[config.mk]
export PLATFORM = sky130hd
export DESIGN_NAME = rental_session_arbiter
export DESIGN_NICKNAME = d
export VERILOG_FILES = /design/src/rtl/rental_session_arbiter.sv
export SDC_FILE = /design/constraint.sdc
export NUM_CORES = 1
export LEC_CHECK = 0
export CORE_ASPECT_RATIO = 1.4
export CORE_MARGIN = 8
export CORE_UTILIZATION = 65
export DETAILED_ROUTE_END_ITERATION = 7
export DONT_BUFFER_PORTS = 1
export PLACE_DENSITY = 0.9
export SETUP_SLACK_MARGIN = 0.02
export SLEW_MARGIN = 25
export SYNTH_ARGS = -nofsm -noshare
export SYNTH_HDL_FRONTEND = slang
export SYNTH_SLANG_ARGS = --single-unit
[constraint.sdc]
create_clock -name Clk -period 3.5 [get_ports Clk]
set_input_delay 0.7 -clock Clk [delete_from_list [all_inputs] [get_ports Clk]]
set_output_delay 0.7 -clock Clk [all_outputs]
set_load 0.05 [all_outputs]
[src/rtl/rental_session_arbiter.sv]
// -----------------------------------------------------------------------------
// rental_session_arbiter
// Shares one rental station between two clients and sequences each session:
// arbitrate, wait for a duration button, count down in minutes, release.
//
// Ports
//   Clk           in   system clock, rising edge
//   ResetN        in   asynchronous active-low reset
//   ClientA/B     in   level requests from the two clients
//   Button30Min   in   duration select 30 min  (lowest priority)
//   Button1Hour   in   duration select 60 min
//   Button2Hours  in   duration select 120 min (highest priority)
//   Tick          in   one-cycle pulse, one per minute
//   GrantA/B      out  station owner (never both high)
//   Busy          out  GrantA | GrantB (high in SELECT and RUN)
//   Remaining     out  minutes left in the running session
//   Code          out  {client, dur, seq}; held until the next load
//   CodeValid     out  one-cycle strobe when Code is loaded
//   Done          out  one-cycle strobe at session end
// All outputs are registered.
// -----------------------------------------------------------------------------
module rental_session_arbiter #(
    parameter int MIN_W       = 7,
    parameter int SEL_TIMEOUT = 15
) (
    input  logic             Clk,
    input  logic             ResetN,
    input  logic             ClientA,
    input  logic             ClientB,
    input  logic             Button30Min,
    input  logic             Button1Hour,
    input  logic             Button2Hours,
    input  logic             Tick,
    output logic             GrantA,
    output logic             GrantB,
    output logic             Busy,
    output logic [MIN_W-1:0] Remaining,
    output logic [5:0]       Code,
    output logic             CodeValid,
    output logic             Done
);

    localparam int CNT_W = $clog2(SEL_TIMEOUT + 1);

    typedef enum logic [1:0] {
        S_IDLE   = 2'd0,
        S_SELECT = 2'd1,
        S_RUN    = 2'd2,
        S_DONE   = 2'd3
    } state_t;

    state_t             state_q;
    logic               last_grant_q;   // 0 = A, 1 = B
    logic               owner_q;        // client holding the current grant
    logic [2:0]         seq_q;
    logic [CNT_W-1:0]   sel_cnt_q;
    logic               grant_a_q;
    logic               grant_b_q;
    logic               busy_q;
    logic [MIN_W-1:0]   remaining_q;
    logic [5:0]         code_q;
    logic               code_valid_q;
    logic               done_q;

    logic               btn_any_d;
    logic [1:0]         dur_d;
    logic [MIN_W-1:0]   load_d;
    logic               win_d;          // arbitration winner, 0 = A, 1 = B
    logic               owner_req_d;

    // Button priority decode and round-robin arbitration
    always_comb begin
        btn_any_d = Button2Hours | Button1Hour | Button30Min;
        if (Button2Hours) begin
            dur_d  = 2'b11;
            load_d = MIN_W'(8'd120);
        end else if (Button1Hour) begin
            dur_d  = 2'b10;
            load_d = MIN_W'(8'd60);
        end else if (Button30Min) begin
            dur_d  = 2'b01;
            load_d = MIN_W'(8'd30);
        end else begin
            dur_d  = 2'b00;
            load_d = {MIN_W{1'b0}};
        end

        // On a tie the client that did not hold the station last wins.
        if (ClientA && ClientB) begin
            win_d = ~last_grant_q;
        end else if (ClientA) begin
            win_d = 1'b0;
        end else begin
            win_d = 1'b1;
        end

        owner_req_d = owner_q ? ClientB : ClientA;
    end

    // Session FSM with registered outputs
    always_ff @(posedge Clk or negedge ResetN) begin
        if (!ResetN) begin
            state_q      <= S_IDLE;
            last_grant_q <= 1'b1;
            owner_q      <= 1'b0;
            seq_q        <= 3'd0;
            sel_cnt_q    <= {CNT_W{1'b0}};
            grant_a_q    <= 1'b0;
            grant_b_q    <= 1'b0;
            busy_q       <= 1'b0;
            remaining_q  <= {MIN_W{1'b0}};
            code_q       <= 6'd0;
            code_valid_q <= 1'b0;
            done_q       <= 1'b0;
        end else begin
            code_valid_q <= 1'b0;
            done_q       <= 1'b0;
            case (state_q)
                S_IDLE: begin
                    if (ClientA || ClientB) begin
                        owner_q   <= win_d;
                        grant_a_q <= ~win_d;
                        grant_b_q <= win_d;
                        busy_q    <= 1'b1;
                        sel_cnt_q <= {CNT_W{1'b0}};
                        state_q   <= S_SELECT;
                    end else begin
                        state_q   <= S_IDLE;
                    end
                end
                S_SELECT: begin
                    // A button beats a coincident Tick: the Tick is dropped.
                    if (btn_any_d) begin
                        remaining_q  <= load_d;
                        code_q       <= {owner_q, dur_d, seq_q};
                        code_valid_q <= 1'b1;
                        state_q      <= S_RUN;
                    end else if (!owner_req_d) begin
                        // Client walked away: release without touching fairness.
                        grant_a_q <= 1'b0;
                        grant_b_q <= 1'b0;
                        busy_q    <= 1'b0;
                        state_q   <= S_IDLE;
                    end else if (Tick) begin
                        if (sel_cnt_q == CNT_W'(SEL_TIMEOUT - 1)) begin
                            // Timed out: counts as a turn for round-robin.
                            grant_a_q    <= 1'b0;
                            grant_b_q    <= 1'b0;
                            busy_q       <= 1'b0;
                            last_grant_q <= owner_q;
                            state_q      <= S_IDLE;
                        end else begin
                            sel_cnt_q <= sel_cnt_q + CNT_W'(1'b1);
                        end
                    end else begin
                        state_q <= S_SELECT;
                    end
                end
                S_RUN: begin
                    // Buttons and requests are ignored; sessions cannot abort.
                    if (Tick) begin
                        if (remaining_q <= MIN_W'(1'b1)) begin
                            remaining_q <= {MIN_W{1'b0}};
                            grant_a_q   <= 1'b0;
                            grant_b_q   <= 1'b0;
                            busy_q      <= 1'b0;
                            done_q      <= 1'b1;
                            state_q     <= S_DONE;
                        end else begin
                            remaining_q <= remaining_q - MIN_W'(1'b1);
                        end
                    end else begin
                        state_q <= S_RUN;
                    end
                end
                S_DONE: begin
                    last_grant_q <= owner_q;
                    seq_q        <= seq_q + 3'd1;
                    state_q      <= S_IDLE;
                end
                default: begin
                    state_q <= S_IDLE;
                end
            endcase
        end
    end

    assign GrantA    = grant_a_q;
    assign GrantB    = grant_b_q;
    assign Busy      = busy_q;
    assign Remaining = remaining_q;
    assign Code      = code_q;
    assign CodeValid = code_valid_q;
    assign Done      = done_q;

endmodule

# ---- Word-level counts from Yosys, hierarchy flattened
# Index checks and enable logic that the tools add are counted.
dict set report word_totals {
  wordCells 100
  input_bits 8
  out_inout_bits 18
  register_bits 29
}
dict set report classes {
  n_bitwise 4
  addsub 3
  n_reduce_logical 14
  muxes 49
  magnitude_cmp 1
  n_eq_ne 17
}
# op n
set ops {}
lappend ops {{7-bit two-way mux} 4}
lappend ops {{1-bit two-way mux} 23}
lappend ops {{4-bit two-way mux} 5}
lappend ops {{2-bit != test, second input constant} 9}
lappend ops {{2-bit two-way mux} 8}
lappend ops {{7-bit one-hot mux with 2 select lines} 1}
lappend ops {{3-bit != test, second input constant} 3}
lappend ops {{1-bit one-hot mux with 3 select lines} 3}
lappend ops {{2-bit one-hot mux with 4 select lines} 1}
lappend ops {{4-bit one-hot mux with 2 select lines} 1}
lappend ops {{7-bit by 1-bit less-or-equal comparator with 1-bit output, second input constant} 1}
lappend ops {{7-bit AND reduction} 1}
lappend ops {{7-bit by 1-bit subtractor with 7-bit output, second input constant} 1}
lappend ops {{6-bit two-way mux} 1}
lappend ops {{2-bit AND reduction} 3}
lappend ops {{6-bit AND reduction} 1}
lappend ops {{2-bit nonzero test} 3}
lappend ops {{5-bit two-way mux} 1}
lappend ops {{5-bit != test, second input constant} 1}
lappend ops {{5-bit AND reduction} 1}
lappend ops {{4-bit by 1-bit adder with 4-bit output, second input constant} 1}
lappend ops {{2-bit == test, second input constant} 2}
lappend ops {{4-bit == test, second input constant} 1}
lappend ops {{3-bit by 1-bit adder with 3-bit output, second input constant} 1}
lappend ops {{9 further kinds} 11}

# ---- Longest topological paths before layout
# Gate-level depths: netlist of run 1.
dict set report depth {
  ltp_word 6
  depth_mapped 7
  mapped_depth_nobuf 6
}

# ---- Least setup slack after synthesis of run 1
# No wires, ideal clock.
dict set report synth_timing {
  path_type {register to register}
  start {reg remaining_q[1], in the netlist Remaining[1]}
  end {reg grant_a_q, in the netlist GrantA}
  period_less_slack_ns 2.030
  path_buffers 0
  setup_slack_ns 1.470
  required_ns 3.372
  setup_time_ns 0.128
  t_arrival_ns 1.903
  stages_incl_launch_ff 7
  path_cell_list {dfrtp_1 > inv_1 > ha_1 > o21bai_1 > a31o_2 > nand4_1 > mux2_1}
}
dict set report synth_via {
  elab_chain_cells 3
}
# element line
set synth_rtl {}
lappend synth_rtl {{from (decl)} 60} ;# logic [MIN_W-1:0] remaining_q;
lappend synth_rtl {{from (signal assigned)} 111} ;# remaining_q <= {MIN_W{1'b0}};
lappend synth_rtl {{from (signal assigned)} 134} ;# remaining_q <= load_d;
lappend synth_rtl {{from (signal assigned)} 163} ;# remaining_q <= {MIN_W{1'b0}};
lappend synth_rtl {{7-bit by 1-bit less-or-equal comparator with 1-bit output} 162} ;# if (remaining_q <= MIN_W'(1'b1)) begin
lappend synth_rtl {{2-bit != test (no line)} --}
lappend synth_rtl {{7-bit AND reduction (no line)} --}
lappend synth_rtl {{to (signal assigned)} 122} ;# grant_a_q <= ~win_d;
lappend synth_rtl {{to (decl)} 57} ;# logic grant_a_q;
# No other way between the ends.
# A chain may end at the register's enable or synchronous reset.

# ---- Worst setup path after layout of run 1
# Ends and elaborated chain as after synthesis.

==> out/qor.csv, run 1 <==
metric;value;unit
grt_usage;0.1743;
num_antenna_cells;0;
clkTransAtPathRegs;90;ps
via_per_inst;6.112;
ys_seq_area_frac;0.4402;
initial_core_util;0.6832;
nFillCells;194;
yosysMostFrequentCell;dfrtp_1;
hold_path_class;in -> async;
cts_made_buffers;5;
cts_max_level;2;
path_class;reg -> reg;
comb_power_share;0.350;
cts_root_buffer;clkbuf_4;
dieArea;4433;um^2
timing.fmax;451.4;MHz
nets;190;
busiest_layer;met2;
status;completed;
synth_top_area_share;0.4242;
netlist_top_cells_area;dfrtp_1, ha_1, nand2_1;
vias;1259;
seqPwrFrac;0.534;
ir_drop;0.4977;mV
routedWlPerCell;17.13;um
numClockSinks;29;
required;3720;ps
drt_iter0_markers;27;
use_met2;0.3198;
fp.coreArea;2417;um^2
port_buffers;0;
synth_edf_count;0;
post_cts_buffers;0;
grt-ovfl-total;0;
hold_slack;48.98;ps
grt_pass1_vias;1287;
p_sw;0.9062;mW
yosysWarnings;0;
finalWorstSetupSlack;1284;ps
cts_buffer_depth;2;
worst-path-max-fanout;6;
grt_first_pass_wirelength;5727;um
drive_gt1_frac;0.1105;
syn2layout_area_growth;4.773;%
boundaryPins;26;
maxCapViolCount;0;
avgSynthCellArea;9.890;um^2
cts_tree;yes;
antenna_found_initial;0;
post-route-min-period;2216;ps
die_y;75.64;um
std_cell_rows;21;
grt_setup_unrepaired;no;
ys_seq_elements;29;
insertion_delay;330;ps
p_leak;0.7983;nW
drc_errors;0;
synth_area;1652;um^2
place.gp.congestion;0.7961;
critPathLaunchType;flip-flop;
synth_common_cells;dfrtp_1, nand2_1, inv_1, a21oi_1, ha_1;
fp.dieW;58.60;um
skew;8.229;ps
synthArstFlopShare;1.000;
grtUsageMet1;0.1546;
ant_nets;0;
p_int;0.8285;mW
hpwl;2626;um
grt_max_degree;30;
swShare;0.5224;
cts_hold_buf;0;
routed_wl;3528;um
synth_cell_type_count;54;
crit_arrival;2430;ps
slew_headroom;0.5760;
clkPwrFrac;0.116;
cts-resized-gates;0;
yosys.area.top_type;dfrtp_1;
firstDrtPassIters;4;
grt_use_met3;0.07601;
fin_setup_tns;0;ps
syn_inst;167;
place_ws;1330;ps
setup_violations;0;
power_density;1002;nW/um^2
ys.flop_type;dfrtp_1;
critPathCaptureType;flip-flop;
slew_viol_final;0;
syn_nets;185;
timing.final.crit_share;0.6330;
hold_viol_final;0;
worstMarginPinSlew;636.0;ps
==> logic make-up (layout without fill, tap and decap cells) <==
kind of cell | after synthesis | in the layout | share of synthesized area
AO/OA/AOI/OAI | 42 | 42 | 0.1705
flip-flops | 29 | 29 | 0.4402
adder cells (fa/ha/maj) | 10 | 10 | 0.07576
multiplexers | 9 | 9 | 0.06136
AND/OR/NAND/NOR | 57 | 57 | 0.1939
XOR/XNOR | 2 | 2 | 0.01061
buffers and inverters | 18 | 23 | 0.04773
==> sequential cells by signal, indices dropped and copies added (netlist names), named ones only <==
| name | count |
|---|---|
| owner_q | 1 |
| state_q | 1 |
| Code | 6 |
| Remaining | 7 |
| Done | 1 |
| seq_q | 3 |
| sel_cnt_q | 4 |
| Busy | 1 |
| GrantA | 1 |
| CodeValid | 1 |
| GrantB | 1 |
| last_grant_q | 1 |
==> cell usage in the layout (no fill, tap or decap), types with 3 or more instances in the layout <==
master and instances:
mux2_1 4, o21ai_0 6, nor2_1 8, clkbuf_4 5, nand2_1 20, mux2i_1 3, inv_1 16, a21oi_1 11
nand3_1 5, nor2b_1 3, dfrtp_1 28, ha_1 10
==> layout make-up <==
cell class	count	area, um^2	area share
inverters	16	60.06	0.03471
clock buffers	7	55.05	0.03181
flip-flops and latches	29	726.9	0.4201
multi-input cells	120	845.8	0.4888
well taps	34	42.54	0.02458
==> metrics by stage <==
| stage | cell area, um^2 | power, mW | util | std cells |
|---|---|---|---|---|
| after global placement | 1675 | 1.503 | 0.6931 | 199 |
| after floorplan | 1652 | 1.392 | - | 167 |
| after global routing | 1730 | 1.855 | 0.7158 | 206 |
| after detailed placement | 1675 | 1.541 | 0.6931 | 199 |
| final | 1730 | 1.735 | 0.7158 | 206 |
| after CTS | 1730 | 1.747 | 0.7158 | 206 |
==> power groups by stage <==
stage	logic (mW)	clock network, mW	registers (mW)
2_1_floorplan	0.498	0	0.893
3_3_place_gp	0.574	0	0.929
3_5_place_dp	0.601	0	0.940
4_1_cts	0.608	0.207	0.932
5_1_grt	0.682	0.226	0.947
6_report	0.607	0.202	0.926
==> worst max-delay path, cell delays in order (launching register included) <==
cell	delay (ps)
dfrtp_1	680
inv_1	150
ha_1	210
o21bai_1	190
a31o_2	330
nand4_1	180
mux2_1	350
==> final timing paths <==
kind                                          start                  endpoint  slack (ps)  depth (start not counted)
max                        Remaining[1]$_DFFE_PN0P_        GrantA$_DFFE_PN0P_        1280                          6
max in group asynchronous                    ResetN  last_grant_q$_DFFE_PN1P_        3270                          0
min in group Clk               seq_q[2]$_DFFE_PN0P_      seq_q[2]$_DFFE_PN0P_         480                          1
max reg2reg                Remaining[1]$_DFFE_PN0P_        GrantA$_DFFE_PN0P_        1280                          6
min reg2reg                    seq_q[2]$_DFFE_PN0P_      seq_q[2]$_DFFE_PN0P_         480                          1
min                                          ResetN    state_q[0]$_DFFE_PN0P_          50                          0
==> layer usage <==
layer  vias up  wire length (um)
li1        603                 -
met1       610              1287
met2        39              1863
met3         7               288
met4         0                89
met5         -                 0
Note: power is estimated with default switching activity, not from simulation.
==> inputs of run 2 (changes only) <==
--- a/config.mk
+++ b/config.mk
@@ -7,10 +7,10 @@
 export LEC_CHECK = 0
 export CORE_ASPECT_RATIO = 1.4
 export CORE_MARGIN = 8
-export CORE_UTILIZATION = 65
+export CORE_UTILIZATION = 56
 export DETAILED_ROUTE_END_ITERATION = 7
 export DONT_BUFFER_PORTS = 1
-export PLACE_DENSITY = 0.9
+export PLACE_DENSITY = 0.83
 export SETUP_SLACK_MARGIN = 0.02
 export SLEW_MARGIN = 25
 export SYNTH_ARGS = -nofsm -noshare
==> constraint.sdc (replaced) <==
create_clock -name Clk -period 1.83 [get_ports Clk]
set_input_delay 0.366 -clock Clk [delete_from_list [all_inputs] [get_ports Clk]]
set_output_delay 0.366 -clock Clk [all_outputs]
set_load 0.05 [all_outputs]
==> run 2 against run 1 <==
Count of clock-buffer cells in the layout shrank 1. Global-route usage grew 1.1 points. Combinational power grew to 3.3 times the previous value. Routed wire length grew 25%. Largest power group is now combinational logic. Worst setup slack lost 1300 ps. Cell area grew 18%. Register-to-register slack lost 1300 ps. Clock skew shrank 2.6 ps. Fmax grew 21%. Flip-flop and latch count is the same.
==> out/qor.csv, run 2 (synthesized netlist as in run 1, its figures left out) <==
metric;value;unit;change
status;completed;;unchanged
power.total;3.993;mW;was 1.735 mW
post-route-min-period;1825;ps;was 2216 ps
slew_viol_final;0;;unchanged
largest_register_ffs;7;;unchanged
antenna_found_initial;0;;unchanged
dieArea;4967;um^2;was 4433 um^2
timing.final.crit_share;0.9970;;was 0.6330
die_y;80.26;um;was 75.64 um
nets;215;;was 190
num_antenna_cells;0;;unchanged
std_cell_rows;23;;was 21
fp.dieW;61.90;um;was 58.60 um
cts_made_buffers;5;;unchanged
hpwl;3040;um;was 2626 um
cts_tree;yes;;unchanged
p_leak;0.9257;nW;was 0.7983 nW
cts_buffer_depth;2;;unchanged
crit_arrival;2020;ps;was 2430 ps
critPathCaptureType;flip-flop;;unchanged
drc_errors;0;;unchanged
ant_nets;0;;unchanged
firstDrtPassIters;4;;unchanged
skew;5.604;ps;was 8.229 ps
layout_commonest_cell;dfrtp_1;;unchanged
slew_headroom;0.6541;;was 0.5760
initial_core_util;0.5797;;was 0.6832
fp.coreArea;2849;um^2;was 2417 um^2
drt_iter0_markers;59;;was 27
cts_root_buffer;clkbuf_8;;was clkbuf_4
path_class;reg -> reg;;unchanged
boundaryPins;26;;unchanged
hold_path_class;in -> reg;;was in -> async
worstMarginPinSlew;518.8;ps;was 636.0 ps
maxCapViolCount;0;;unchanged
finalWorstSetupSlack;5.490;ps;was 1284 ps
grt_pass1_vias;1518;;was 1287
via_per_inst;5.991;;was 6.112
grt_setup_unrepaired;yes;;was no
setup_violations;0;;unchanged
numClockSinks;29;;unchanged
routed_wl;4401;um;was 3528 um
reg2reg_slack;5;ps;was 1280 ps
syn2layout_area_growth;23.33;%;was 4.773%
place_ws;-15.48;ps;was 1330 ps
grt-ovfl-total;0;;unchanged
timing.fmax;548.1;MHz;was 451.4 MHz
routedWlPerCell;18.73;um;was 17.13 um
vias;1408;;was 1259
insertion_delay;290;ps;was 330 ps
power_density;1960;nW/um^2;was 1002 nW/um^2
worst-path-max-fanout;8;;was 6
grt_usage;0.1855;;was 0.1743
grt_first_pass_wirelength;6872;um;was 5727 um
dpl_cell_area;1814;um^2;was 1675 um^2
clkTransAtPathRegs;60;ps;was 90 ps
fin_area;2037;um^2;was 1730 um^2
cts_max_level;2;;unchanged
grt_max_degree;30;;unchanged
nFillCells;202;;was 194
final_cell_mix;dfrtp_1, buf_4, nand2_1;;was dfrtp_1, nand2_1, inv_1
port_buffers;0;;unchanged
place.gp.congestion;0.8313;;was 0.7961
drive_gt1_frac;0.2929;;was 0.1105
critPathLaunchType;flip-flop;;unchanged
hold_viol_final;0;;unchanged
ir_drop;1.271;mV;was 0.4977 mV
required;2030;ps;was 3720 ps
[run 2: cell count changes in the layout (fill, tap and decap cells not counted), sizes merged]
cell / previous run / this run
dlygate4sd3: 0 / 1
buf: 0 / 24
clkbuf: 7 / 6
clkinv: 0 / 2
[run 2: stage by stage]
| step | util | TNS [ps] | instances | hold slack, ps |
|---|---|---|---|---|
| floorplan | - | 0 | 167 | 70.41 |
| finish | 0.7150 | 0 | 235 | 208.0 |
| detailed placement | 0.6368 | -16.41 | 218 | 71.45 |
| CTS | 0.6803 | 0 | 228 | 209.7 |
| global placement | 0.6368 | 0 | 218 | 71.45 |
| global route | 0.7150 | -420.9 | 235 | 212.4 |
[run 2: critical path, cell delays in order (launching register included)]
cell     delay, ps
dfrtp_1        390
inv_2           90
ha_4           190
and2b_2        270
a21oi_1         90
or4_1          520
a22oi_1        180
[run 2: metal layers]
layer / wire length (um) / global-route usage / vias up
met5: 0 / 0 / -
met4: 163 / 0.1121 / 0
met3: 285 / 0.05591 / 17
met2: 2444 / 0.3347 / 47
met1: 1507 / 0.1712 / 691
li1: - / - / 653
[run 2: cell type report]
class / instances / area [um^2] / share of cell area
multi-input cells: 120 / 915.9 / 0.4496
clock buffers: 6 / 72.57 / 0.03563
well taps: 37 / 46.29 / 0.02273
repair buffers: 25 / 202.7 / 0.09951
clock inverters: 2 / 10.01 / 0.004914
flip-flops and latches: 29 / 729.5 / 0.3581
inverters: 16 / 60.06 / 0.02948
[run 2: where the power goes]
| part | leakage, nW | internal [mW] | total [mW] | switching, mW |
|---|---|---|---|---|
| clock network | 0.0450 | 0.263 | 0.508 | 0.245 |
| logic | 0.528 | 0.840 | 1.99 | 1.15 |
| registers | 0.353 | 0.910 | 1.50 | 0.586 |
| total | 0.926 | 2.01 | 3.99 | 1.98 |
[run 2: worst paths after layout]
kind,cells past startpoint,endpoint,from
worst max-delay path,6,sel_cnt_q[3]$_DFFE_PN0P_,flip-flop
worst min-delay path,2,Code[3]$_DFFE_PN0P_,Button2Hours
worst max register to register,6,sel_cnt_q[3]$_DFFE_PN0P_,flip-flop
worst min register to register,1,seq_q[2]$_DFFE_PN0P_,seq_q[2]$_DFFE_PN0P_
max in group asynchronous,2,last_grant_q$_DFFE_PN1P_,ResetN
min in group asynchronous,2,async pin,ResetN
[run 2: what timing repair did]
action,CTS,global route
pin swaps,0,2
hold buffers,2,0
endpoints found under the hold margin,29,0
setup endpoints to repair,5,16
buffers inserted,0,7
gates resized for setup,3,9
